File: config.mk
export PLATFORM = sky130hd
export DESIGN_NAME = stw_test_scheduler
export DESIGN_NICKNAME = d
export VERILOG_FILES = /design/src/rtl/stw_sched_pkg.sv /design/src/rtl/stw_vector_rom.sv /design/src/rtl/stw_test_scheduler.sv
export SDC_FILE = /design/constraint.sdc
export NUM_CORES = 1
export LEC_CHECK = 0
export ABC_AREA = 1
export CORE_AREA = 5 5 113 88
export CTS_CLUSTER_SIZE = 8
export DETAILED_ROUTE_END_ITERATION = 12
export DIE_AREA = 0 0 118 93
export PLACE_DENSITY = 0.69
export SKIP_LAST_GASP = 1
export SLEW_MARGIN = 30
export SYNTH_ARGS = -nofsm -noshare
export SYNTH_HDL_FRONTEND = slang
export SYNTH_HIERARCHICAL = 1
export SYNTH_SLANG_ARGS = --single-unit
File: constraint.sdc
create_clock -name clk -period 3.1 [get_ports clk]
set_input_delay 0.465 -clock clk [delete_from_list [all_inputs] [get_ports clk]]
set_output_delay 0.465 -clock clk [all_outputs]
set_load 0.01 [all_outputs]
File: src/rtl/stw_sched_pkg.sv
// stw_sched_pkg
// Shared types and constants for the STW test scheduler:
//   stw_sched_state_t - scheduler FSM states
//   NUM_VEC / VEC_IDX_W - number of STW test vectors and index width
//   VEC_ROM          - test vectors as {op1, op2, add, expected}, where
//                      expected = op1 * op2 + add
package stw_sched_pkg;

  localparam int NUM_VEC   = 4;
  localparam int VEC_IDX_W = $clog2(NUM_VEC);

  typedef enum logic [2:0] {
    ST_IDLE,
    ST_JOB,
    ST_LOAD,
    ST_START,
    ST_WAIT,
    ST_CAPTURE,
    ST_REPORT
  } stw_sched_state_t;

  // Field order inside each entry: op1, op2, add, expected.
  localparam int unsigned VEC_ROM [NUM_VEC][4] = '{
    '{4, 3, 0, 12},
    '{7, 5, 2, 37},
    '{1, 1, 1,  2},
    '{0, 9, 5,  5}
  };

endpackage

File: src/rtl/stw_vector_rom.sv
// stw_vector_rom
// Combinational STW test-vector ROM.
//   idx      - vector index
//   en       - drive the selected vector; all outputs are zero when low
//   op1/op2/add_op/expected - vector fields, WORD_SIZE bits each
module stw_vector_rom
  import stw_sched_pkg::*;
#(
  parameter int WORD_SIZE = 16
) (
  input  logic [VEC_IDX_W-1:0] idx,
  input  logic                 en,
  output logic [WORD_SIZE-1:0] op1,
  output logic [WORD_SIZE-1:0] op2,
  output logic [WORD_SIZE-1:0] add_op,
  output logic [WORD_SIZE-1:0] expected
);

  always_comb begin
    op1      = '0;
    op2      = '0;
    add_op   = '0;
    expected = '0;
    if (en) begin
      op1      = WORD_SIZE'(VEC_ROM[idx][0]);
      op2      = WORD_SIZE'(VEC_ROM[idx][1]);
      add_op   = WORD_SIZE'(VEC_ROM[idx][2]);
      expected = WORD_SIZE'(VEC_ROM[idx][3]);
    end
  end

endmodule

File: src/rtl/stw_test_scheduler.sv
// stw_test_scheduler
// Shares the BISR systolic array between matmul jobs and periodic
// stop-the-world self-test, and folds per-PE results into a fault map.
// Ports:
//   clk, rst                  - clock, synchronous active-high reset
//   job_req/job_grant/job_active/job_done - matmul job handshake
//   force_test                - request a test as soon as the array is free
//   stw_test_load_en, stw_mult_op1, stw_mult_op2, stw_add_op, stw_expected,
//   stw_start, stw_complete, stw_result_mat - STW port of the array
//   fault_map, fault_map_valid - last full-test result (1 = healthy PE)
//   fault_detected, test_timeout - sticky error flags, cleared by rst only
//   test_active               - array owned by the self-test
//   tests_run                 - completed full tests, modulo 256
module stw_test_scheduler
  import stw_sched_pkg::*;
#(
  parameter int ROWS          = 3,
  parameter int COLS          = 3,
  parameter int WORD_SIZE     = 16,
  parameter int TEST_INTERVAL = 64,
  parameter int TIMEOUT       = 32
) (
  input  logic                 clk,
  input  logic                 rst,
  input  logic                 job_req,
  output logic                 job_grant,
  output logic                 job_active,
  input  logic                 job_done,
  input  logic                 force_test,
  output logic                 stw_test_load_en,
  output logic [WORD_SIZE-1:0] stw_mult_op1,
  output logic [WORD_SIZE-1:0] stw_mult_op2,
  output logic [WORD_SIZE-1:0] stw_add_op,
  output logic [WORD_SIZE-1:0] stw_expected,
  output logic                 stw_start,
  input  logic                 stw_complete,
  input  logic [ROWS*COLS-1:0] stw_result_mat,
  output logic [ROWS*COLS-1:0] fault_map,
  output logic                 fault_map_valid,
  output logic                 fault_detected,
  output logic                 test_timeout,
  output logic                 test_active,
  output logic [7:0]           tests_run
);

  localparam int CELLS = ROWS * COLS;
  localparam int ICW   = $clog2(TEST_INTERVAL + 1);
  localparam int TCW   = $clog2(TIMEOUT + 1);

  stw_sched_state_t     state_q, state_d;
  logic [ICW-1:0]       icnt_q, icnt_d, icnt_inc;
  logic [TCW-1:0]       tcnt_q, tcnt_d;
  logic [VEC_IDX_W-1:0] idx_q, idx_d;
  logic                 pending_q, pending_d;
  logic [CELLS-1:0]     res_q, res_d;
  logic [CELLS-1:0]     wmap_q, wmap_d;
  logic [CELLS-1:0]     fmap_q, fmap_d;
  logic                 fmv_q, fmv_d;
  logic                 fdet_q, fdet_d;
  logic                 tmo_q, tmo_d;
  logic [7:0]           runs_q, runs_d;
  logic                 counting, interval_hit, test_due, vec_en;

  // Interval counter only advances while the array is not under test and
  // parks at TEST_INTERVAL until the next REPORT clears it.
  assign counting     = (state_q == ST_IDLE) || (state_q == ST_JOB);
  assign icnt_inc     = (icnt_q == ICW'(TEST_INTERVAL)) ? icnt_q : icnt_q + ICW'(1);
  assign interval_hit = counting && (icnt_inc == ICW'(TEST_INTERVAL));
  // A request arriving this cycle is honoured this cycle, so a forced or
  // interval test in IDLE wins over a simultaneous job_req.
  assign test_due     = pending_q || force_test || interval_hit;

  always_ff @(posedge clk) begin
    if (rst) begin
      state_q   <= ST_IDLE;
      icnt_q    <= '0;
      tcnt_q    <= '0;
      idx_q     <= '0;
      pending_q <= 1'b0;
      res_q     <= '0;
      wmap_q    <= '1;
      fmap_q    <= '1;
      fmv_q     <= 1'b0;
      fdet_q    <= 1'b0;
      tmo_q     <= 1'b0;
      runs_q    <= '0;
    end else begin
      state_q   <= state_d;
      icnt_q    <= icnt_d;
      tcnt_q    <= tcnt_d;
      idx_q     <= idx_d;
      pending_q <= pending_d;
      res_q     <= res_d;
      wmap_q    <= wmap_d;
      fmap_q    <= fmap_d;
      fmv_q     <= fmv_d;
      fdet_q    <= fdet_d;
      tmo_q     <= tmo_d;
      runs_q    <= runs_d;
    end
  end

  always_comb begin
    state_d   = state_q;
    icnt_d    = icnt_q;
    tcnt_d    = tcnt_q;
    idx_d     = idx_q;
    pending_d = pending_q || force_test;
    res_d     = res_q;
    wmap_d    = wmap_q;
    fmap_d    = fmap_q;
    fmv_d     = 1'b0;
    fdet_d    = fdet_q;
    tmo_d     = tmo_q;
    runs_d    = runs_q;
    job_grant = 1'b0;

    case (state_q)
      ST_IDLE: begin
        icnt_d = icnt_inc;
        if (interval_hit) pending_d = 1'b1;
        if (test_due) begin
          state_d   = ST_LOAD;
          idx_d     = '0;
          pending_d = 1'b0;
        end else if (job_req) begin
          state_d   = ST_JOB;
          job_grant = 1'b1;
        end
      end
      ST_JOB: begin
        // Tests are only recorded here; a job is never preempted.
        icnt_d = icnt_inc;
        if (interval_hit) pending_d = 1'b1;
        if (job_done) state_d = ST_IDLE;
      end
      ST_LOAD:  state_d = ST_START;
      ST_START: begin
        tcnt_d  = '0;
        state_d = ST_WAIT;
      end
      ST_WAIT: begin
        tcnt_d = tcnt_q + TCW'(1);
        if (stw_complete) begin
          res_d   = stw_result_mat;
          state_d = ST_CAPTURE;
        end else if (tcnt_q == TCW'(TIMEOUT - 1)) begin
          // A silent array marks every PE of this vector as failed.
          res_d   = '0;
          tmo_d   = 1'b1;
          state_d = ST_CAPTURE;
        end
      end
      ST_CAPTURE: begin
        wmap_d = wmap_q & res_q;
        if (idx_q == VEC_IDX_W'(NUM_VEC - 1)) begin
          state_d = ST_REPORT;
        end else begin
          idx_d   = idx_q + VEC_IDX_W'(1);
          state_d = ST_LOAD;
        end
      end
      ST_REPORT: begin
        fmap_d  = wmap_q;
        fmv_d   = 1'b1;
        fdet_d  = fdet_q || (wmap_q != '1);
        runs_d  = runs_q + 8'd1;
        wmap_d  = '1;
        icnt_d  = '0;
        state_d = ST_IDLE;
      end
      default: state_d = ST_IDLE;
    endcase
  end

  assign vec_en = (state_q == ST_LOAD) || (state_q == ST_START) || (state_q == ST_WAIT);

  stw_vector_rom #(.WORD_SIZE(WORD_SIZE)) u_rom (
    .idx      (idx_q),
    .en       (vec_en),
    .op1      (stw_mult_op1),
    .op2      (stw_mult_op2),
    .add_op   (stw_add_op),
    .expected (stw_expected)
  );

  assign job_active       = (state_q == ST_JOB);
  assign stw_test_load_en = (state_q == ST_LOAD);
  assign stw_start        = (state_q == ST_START);
  assign test_active      = !((state_q == ST_IDLE) || (state_q == ST_JOB));
  // Valid is registered so the pulse lines up with the updated fault_map.
  assign fault_map        = fmap_q;
  assign fault_map_valid  = fmv_q;
  assign fault_detected   = fdet_q;
  assign test_timeout     = tmo_q;
  assign tests_run        = runs_q;

endmodule
==> results of run 1 <==
stage by stage:
stage	area (µm²)	hold slack [ps]	setup slack, ps	instances	util
floorplan	3157	436.3	1195	448	-
global placement	3412	450.3	739.6	555	0.3885
detailed placement	3412	454.6	677.6	555	0.3885
CTS	3729	463.5	333.3	571	0.4245
global route	3729	482.1	161.0	571	0.4245
finish	3729	463.0	325.0	571	0.4245
metal layers:
layer,GRT usage,vias up,wire (µm)
li1,-,1292,-
met1,0.1385,1133,2868
met2,0.2034,78,3170
met3,0.04232,8,412
met4,0.03247,0,60
met5,0,-,0
worst register-to-register path: cells and delay by family, from the launching register on:
kind	cells	cell delay [ps]
AND/OR/NAND/NOR	7	790
flip-flops	1	350
buffers and inverters	2	220
adder cells (fa/ha/maj)	1	210
AO/OA/AOI/OAI	1	60
layout make-up:
cell class | instances | area share
Timing Repair Buffer | 56 | 0.1490
Tap cell | 112 | 0.03758
Clock buffer | 12 | 0.07148
Multi-Input combinational cell | 282 | 0.3742
Clock inverter | 4 | 0.01342
Sequential cell | 57 | 0.3060
Inverter | 48 | 0.04832
flip-flops by register name, summed over array words and instances (netlist names):
register / count
fault_detected: 1
fault_map: 9
fault_map_valid: 1
icnt_q: 7
idx_q: 2
pending_q: 1
res_q: 9
state_q: 3
tcnt_q: 6
test_timeout: 1
tests_run: 8
wmap_q: 9
cells in the final DEF, fill, tap and decap left out, drive strengths merged, types with 12 or more instances in the layout:
master / synthesis / final
clkdlybuf4s50: 0 / 54
nor2: 33 / 33
inv: 47 / 47
o21ai: 20 / 20
dfxtp: 57 / 57
clkbuf: 4 / 12
nand2: 87 / 87
nand3: 16 / 16
ha: 12 / 12
a21oi: 32 / 32
conb: 1 / 49
power breakdown:
part	internal, µW	total, µW	leakage, µW	switching (µW)
Clock	684	1010	0.000151	321
Sequential	772	810	0.000461	37.6
Combinational	238	606	0.000999	367
Total	1690	2420	0.00161	726
cells by family (layout without fill, tap and decap cells):
family | count (synthesis) | in the layout
buf+inv | 109 | 120
other cells | 1 | 49
simple gates | 150 | 150
flops | 57 | 57
compound gates | 69 | 69
fa+ha+maj | 12 | 12
xor+xnor | 2 | 2
cells in the mapped netlist (all sizes together):
master  instances  area share
nand2          87        0.11
buf            57        0.14
dfxtp          57        0.38
inv            47       0.059
nor2           33       0.043
a21oi          32       0.054
o21ai          20       0.034
nand3          16       0.030
ha             12       0.050
o22a            7       0.021
nand4           5       0.013
nor3            5       0.012
clkbuf          4      0.0050
a211oi          3      0.0076
a221oi          2      0.0059
nor4            2      0.0042
o21a            2      0.0050
or2             2      0.0042
xor2            2      0.0059
a22o            1      0.0029
a31oi           1      0.0021
clkinv          1      0.0013
conb            1      0.0013
o21bai          1      0.0025
worst paths after layout:
kind                                   to  slack (ps)  startpoint  depth (start not counted)
worst max-delay path            job_grant         320  state_q[2]                         10
worst min-delay path             res_q[8]         460    res_q[8]                          2
worst max register to register   idx_q[0]        1320  state_q[2]                         11
worst min register to register   res_q[8]         460    res_q[8]                          2
==> summary.txt, run 1 <==
Timing
  – Layout Skew: 7.866 ps
  – Tcrit/Tclk final: 0.8952
  – Fin Setup TNS: 0 ps
  – Final hold vios: 0
  – Final setup viols: 0
  – RSZ-0062 raised after global routing: no
  – Max Freq: 360.4 MHz
  – Max_slew headroom: 0.5708
  – Pins over their slew limit: 0
  – Worst slew pin tran: 639.5 ps
  – Clock period minus worst slack: 2775 ps

Finish
  – Final Net Count: 481
  – Synthesis-to-layout area growth: 25.26%
  – Layout cells sized above 1: 0.06536
  – Inserted Diodes: 0
  – Multi-input gate area: 1395 µm²
  – Reg area: 1141 µm²
  – Number of fill cells: 891

Clock tree
  – Worst skew pair latency: 320 ps
  – Clock-pin slew on the worst setup and hold paths: 50 ps
  – Root Driver: clkbuf_16
  – Post_cts resized: 0
  – H-tree levels: 3
  – CTS tree: yes
  – CTS Buf Count: 9
  – Sink Count: 57
  – Hold buffer count at CTS: 0
  – Post-CTS Setup Bufs: 0
  – Max clock buf depth: 2

Placement
  – Port-buffer cells: 54
  – Dpl hpwl: 5195 µm
  – Gp weighted congestion: 0.8277

Min path
  – HP Class: reg -> reg

Floorplanning
  – Starting density of the core: 0.3389
  – Row Count: 30
  – Core area: 8783 µm²
  – Die Ht: 93 µm
  – Full die area: 10970 µm²
  – Die X: 118 µm
  – I/O pin cnt: 104

Global route
  – Initial antenna violation count: 0
  – Total Routing Usage GR: 0.1176
  – Vias in the first global route: 2374
  – Grt ovf: 0
  – First-pass GRT wire length: 10730 µm
  – Largest net degree at the start of global routing: 22

Worst setup path
  – Endpoint class of the critical path: output port
  – Max stage delay on crit path: 540 ps
  – Slowest-stage cell, CP: clkdlybuf4s50_1
  – CP Max Fanout: 5
  – Crit path DAT: 2310 ps
  – Critical path class: reg -> out
  – CP Cell Sequence: inv_2 > ha_1 > inv_1 > nor2_1 > nand3_1 > nor2_1 > nand3_1 > nand3_2 > nor2_1 > clkdlybuf4s50_1
  – Crit path buf inv count: 3
  – Crit path top cell by count: nor2_1
  – Critical Path Source Type: register
  – WP data required: 2630 ps
  – CP delay by family, top: buffers and inverters

Routing
  – Routed len/inst: 11.40 µm
  – DRC: 0
  – Drt total wl: 6512 µm
  – Iter 0 DRT Violations: 74
  – Via density: 4.398
  – Drt pass-1 iters: 4
  – Final ANT Viol Nets: 0
  – Vias: 2511

Flow run
  – Max-cap viol count: 0

Synthesis
  – Post-synthesis instance total: 400
  – Post-Synth XOR/XNOR Area: 0.005885
  – Number of distinct library cells after synthesis: 31
  – Largest family of logic cells by synthesized area: simple AND/OR/NAND/NOR gates
  – Simple-Gate Fraction of Synth Area: 0.2165
  – Area of the mapped netlist: 2977 µm²
  – Register area share after synthesis: 0.3834
  – Synth warn: 6
  – Post-Synth Adder-Cell Area: 0.05044
  – FF+latch count, synth: 57
  – Mean Syn Cell Area: 7.442 µm²
  – Synth Area in Compound Gates: 0.1341
  – Post-synthesis mux area share: 0

Power and ir drop
  – Pwr Density: 649.2 nW/µm²
  – Peak supply drop: 356.3 µV
  – Total power: 2421 µW
  – Leak Pwr: 0.001610 µW

Run status
  – Status: completed
Note: power is estimated with default switching activity, not from simulation.
==> run 2, diff against run 1 <==
CTS_CLUSTER_DIAMETER = 150   (was unset)
GPL_TIMING_DRIVEN = 0   (was unset)
SETUP_SLACK_MARGIN = 0.02   (was unset)
==> summary.txt, run 2 (synthesis gave the netlist of run 1 again) <==
Run status
  – Status: completed

Power and ir drop
  – Peak supply drop: 297.2 µV (-17%)
  – Logic pwr share: 0.287 (+0.037)
  – P_int: 1619 µW (-4.5%)
  – Net Sw Frac: 0.3120 (+0.01219)
  – Switching power: 734.3 µW (+1.2%)
  – Clk pwr share: 0.368 (-0.047)
  – Leak Pwr: 0.001899 µW (+18%)
  – Pwr Density: 574.0 nW/µm² (-12%)
  – Seq pwr share: 0.345 (+0.010)

Routing
  – Vias: 2704 (+7.7%)
  – Drt pass-1 iters: 4 (unchanged)
  – Via density: 4.299 (-2.2%)
  – DRC: 0 (unchanged)
  – Routed len/inst: 11.02 µm (-3.4%)
  – Iter 0 DRT Violations: 105 (+42%)
  – Drt total wl: 6930 µm (+6.4%)
  – Final ANT Viol Nets: 0 (unchanged)

Timing
  – Tcrit/Tclk final: 0.9317 (+0.03653)
  – Final hold vios: 0 (unchanged)
  – Max Freq: 346.2 MHz (-3.9%)
  – Layout Skew: 3.775 ps (-4.091 ps)
  – Clock period minus worst slack: 2888 ps (+113.2 ps)
  – RSZ-0062 raised after global routing: no
  – Fin Setup TNS: 0 ps (unchanged)
  – Final setup viols: 0 (unchanged)
  – Max_slew headroom: 0.5639 (-0.006854)
  – Pins over their slew limit: 0 (unchanged)
  – Worst slew pin tran: 649.7 ps (+10.21 ps)

Global route
  – Total Routing Usage GR: 0.1253 (+0.007693)
  – Vias in the first global route: 2542 (+7.1%)
  – Largest net degree at the start of global routing: 11 (-50%)
  – First-pass GRT wire length: 11400 µm (+6.2%)
  – Grt ovf: 0 (unchanged)
  – Initial antenna violation count: 0 (unchanged)

Worst setup path
  – CP Cell Sequence: inv_2 > ha_1 > inv_1 > nor2_1 > nand3_1 > nor2_1 > nand3_1 > nand3_2 > nor2_1 > clkdlybuf4s50_1
  – Critical Path Source Type: register
  – Crit path top cell by count: nor2_1
  – WP data required: 2630 ps (about the same)
  – Slowest-stage cell, CP: clkdlybuf4s50_1
  – Crit path DAT: 2420 ps (+110 ps)
  – Max stage delay on crit path: 550 ps (about the same)
  – Endpoint class of the critical path: output port
  – Critical path class: reg -> out
  – CP Max Fanout: 5 (unchanged)

Floorplanning
  – Die X: 118 µm (unchanged)
  – Core area: 8783 µm² (unchanged)
  – I/O pin cnt: 104 (unchanged)
  – Row Count: 30 (unchanged)
  – Die Ht: 93 µm (unchanged)
  – Full die area: 10970 µm² (unchanged)
  – Starting density of the core: 0.3389 (unchanged)

Clock tree
  – Worst skew pair latency: 320 ps (about the same)
  – Post-CTS Setup Bufs: 0 (unchanged)
  – Root Driver: clkbuf_16
  – Hold buffer count at CTS: 0 (unchanged)
  – Max clock buf depth: 2 (unchanged)
  – CTS tree: yes
  – Sink Count: 57 (unchanged)
  – CTS Buf Count: 9 (unchanged)
  – Clock-pin slew on the worst setup and hold paths: 50 ps (about the same)
  – H-tree levels: 3 (unchanged)
  – Post_cts resized: 0 (unchanged)

Finish
  – Most common cell after layout, fill and taps aside: nand2_1
  – Final instance area: 4100 µm² (+10%)
  – Final Net Count: 540 (+12%)
  – Number of fill cells: 879 (-1.3%)
  – Layout cells sized above 1: 0.1605 (+0.09518)
  – Commonest non-fill, non-tap cells in the layout: 87 x nand2_1, 57 x dfxtp_1, 56 x buf_4
  – Inserted Diodes: 0 (unchanged)
  – Synthesis-to-layout area growth: 37.75%

Placement
  – Port-buffer cells: 54 (unchanged)
  – Gp weighted congestion: 0.8667 (+4.7%)
  – Dpl hpwl: 5457 µm (+5.1%)
  – Post-Place Cell Area: 3837 µm² (+12%)

Min path
  – HP Class: reg -> reg

Flow run
  – Max-cap viol count: 0 (unchanged)
## run 2: changes by cell type in the layout (fill, tap and decap cells not counted), sizes merged
cell / previous run / this run
clkinv: 2 / 5
bufinv: 1 / 0
clkinvlp: 2 / 0
buf: 2 / 57
clkbuf: 12 / 15
## run 2: worst paths after layout
check / startpoint / end / slack, ps / cells after the start
setup / recovery: state_q[2] / job_grant / 210 / 10
hold / removal: wmap_q[0] / wmap_q[0] / 460 / 2
setup reg to reg: state_q[2] / idx_q[1] / 1210 / 11
hold reg to reg: wmap_q[0] / wmap_q[0] / 460 / 2
## run 2: per-layer routing
metal  GRT usage  share of wire
met2      0.2119           0.49
met1      0.1468           0.43
met4     0.04011          0.011
met3     0.04897          0.069
met5           0              0
## run 2: layout make-up
| type | instances | area, µm² | share of cell area |
|---|---|---|---|
| tap | 112 | 140.1 | 0.03418 |
| sequential | 57 | 1141 | 0.2783 |
| multi-input combinational | 282 | 1395 | 0.3403 |
| clock buffer | 11 | 242.7 | 0.05920 |
| inverter | 48 | 180.2 | 0.04394 |
| timing repair buffer | 54 | 540.5 | 0.1318 |
| buffer | 61 | 440.4 | 0.1074 |
| clock inverter | 4 | 20.02 | 0.004883 |
## run 2: stage by stage
step           utilization  std cells  hold slack (ps)  setup WS [ps]  power, µW
4_1_cts             0.4668        629            461.7          194.9       2367
5_1_grt             0.4668        629            489.4          23.92       2493
3_3_place_gp        0.4369        614            449.3          587.4       1478
6_report            0.4668        629            461.9          211.7       2353
3_5_place_dp        0.4369        614            452.5          552.4       1500
2_1_floorplan            -        448            436.3           1195       1263
## run 2: power groups by stage
stage | Combinational, µW | Sequential [µW] | Clock [µW]
finish | 676 | 812 | 866
CTS | 679 | 811 | 877
detailed placement | 675 | 826 | 0
global route | 760 | 818 | 915
floorplan | 446 | 817 | 0
global placement | 655 | 823 | 0
## run 2: critical path: cells and delay by family (launching register included)
| kind | cells | cell delay, ps |
|---|---|---|
| fa+ha+maj | 1 | 230 |
| buf+inv | 3 | 810 |
| flops | 1 | 410 |
| simple gates | 6 | 650 |
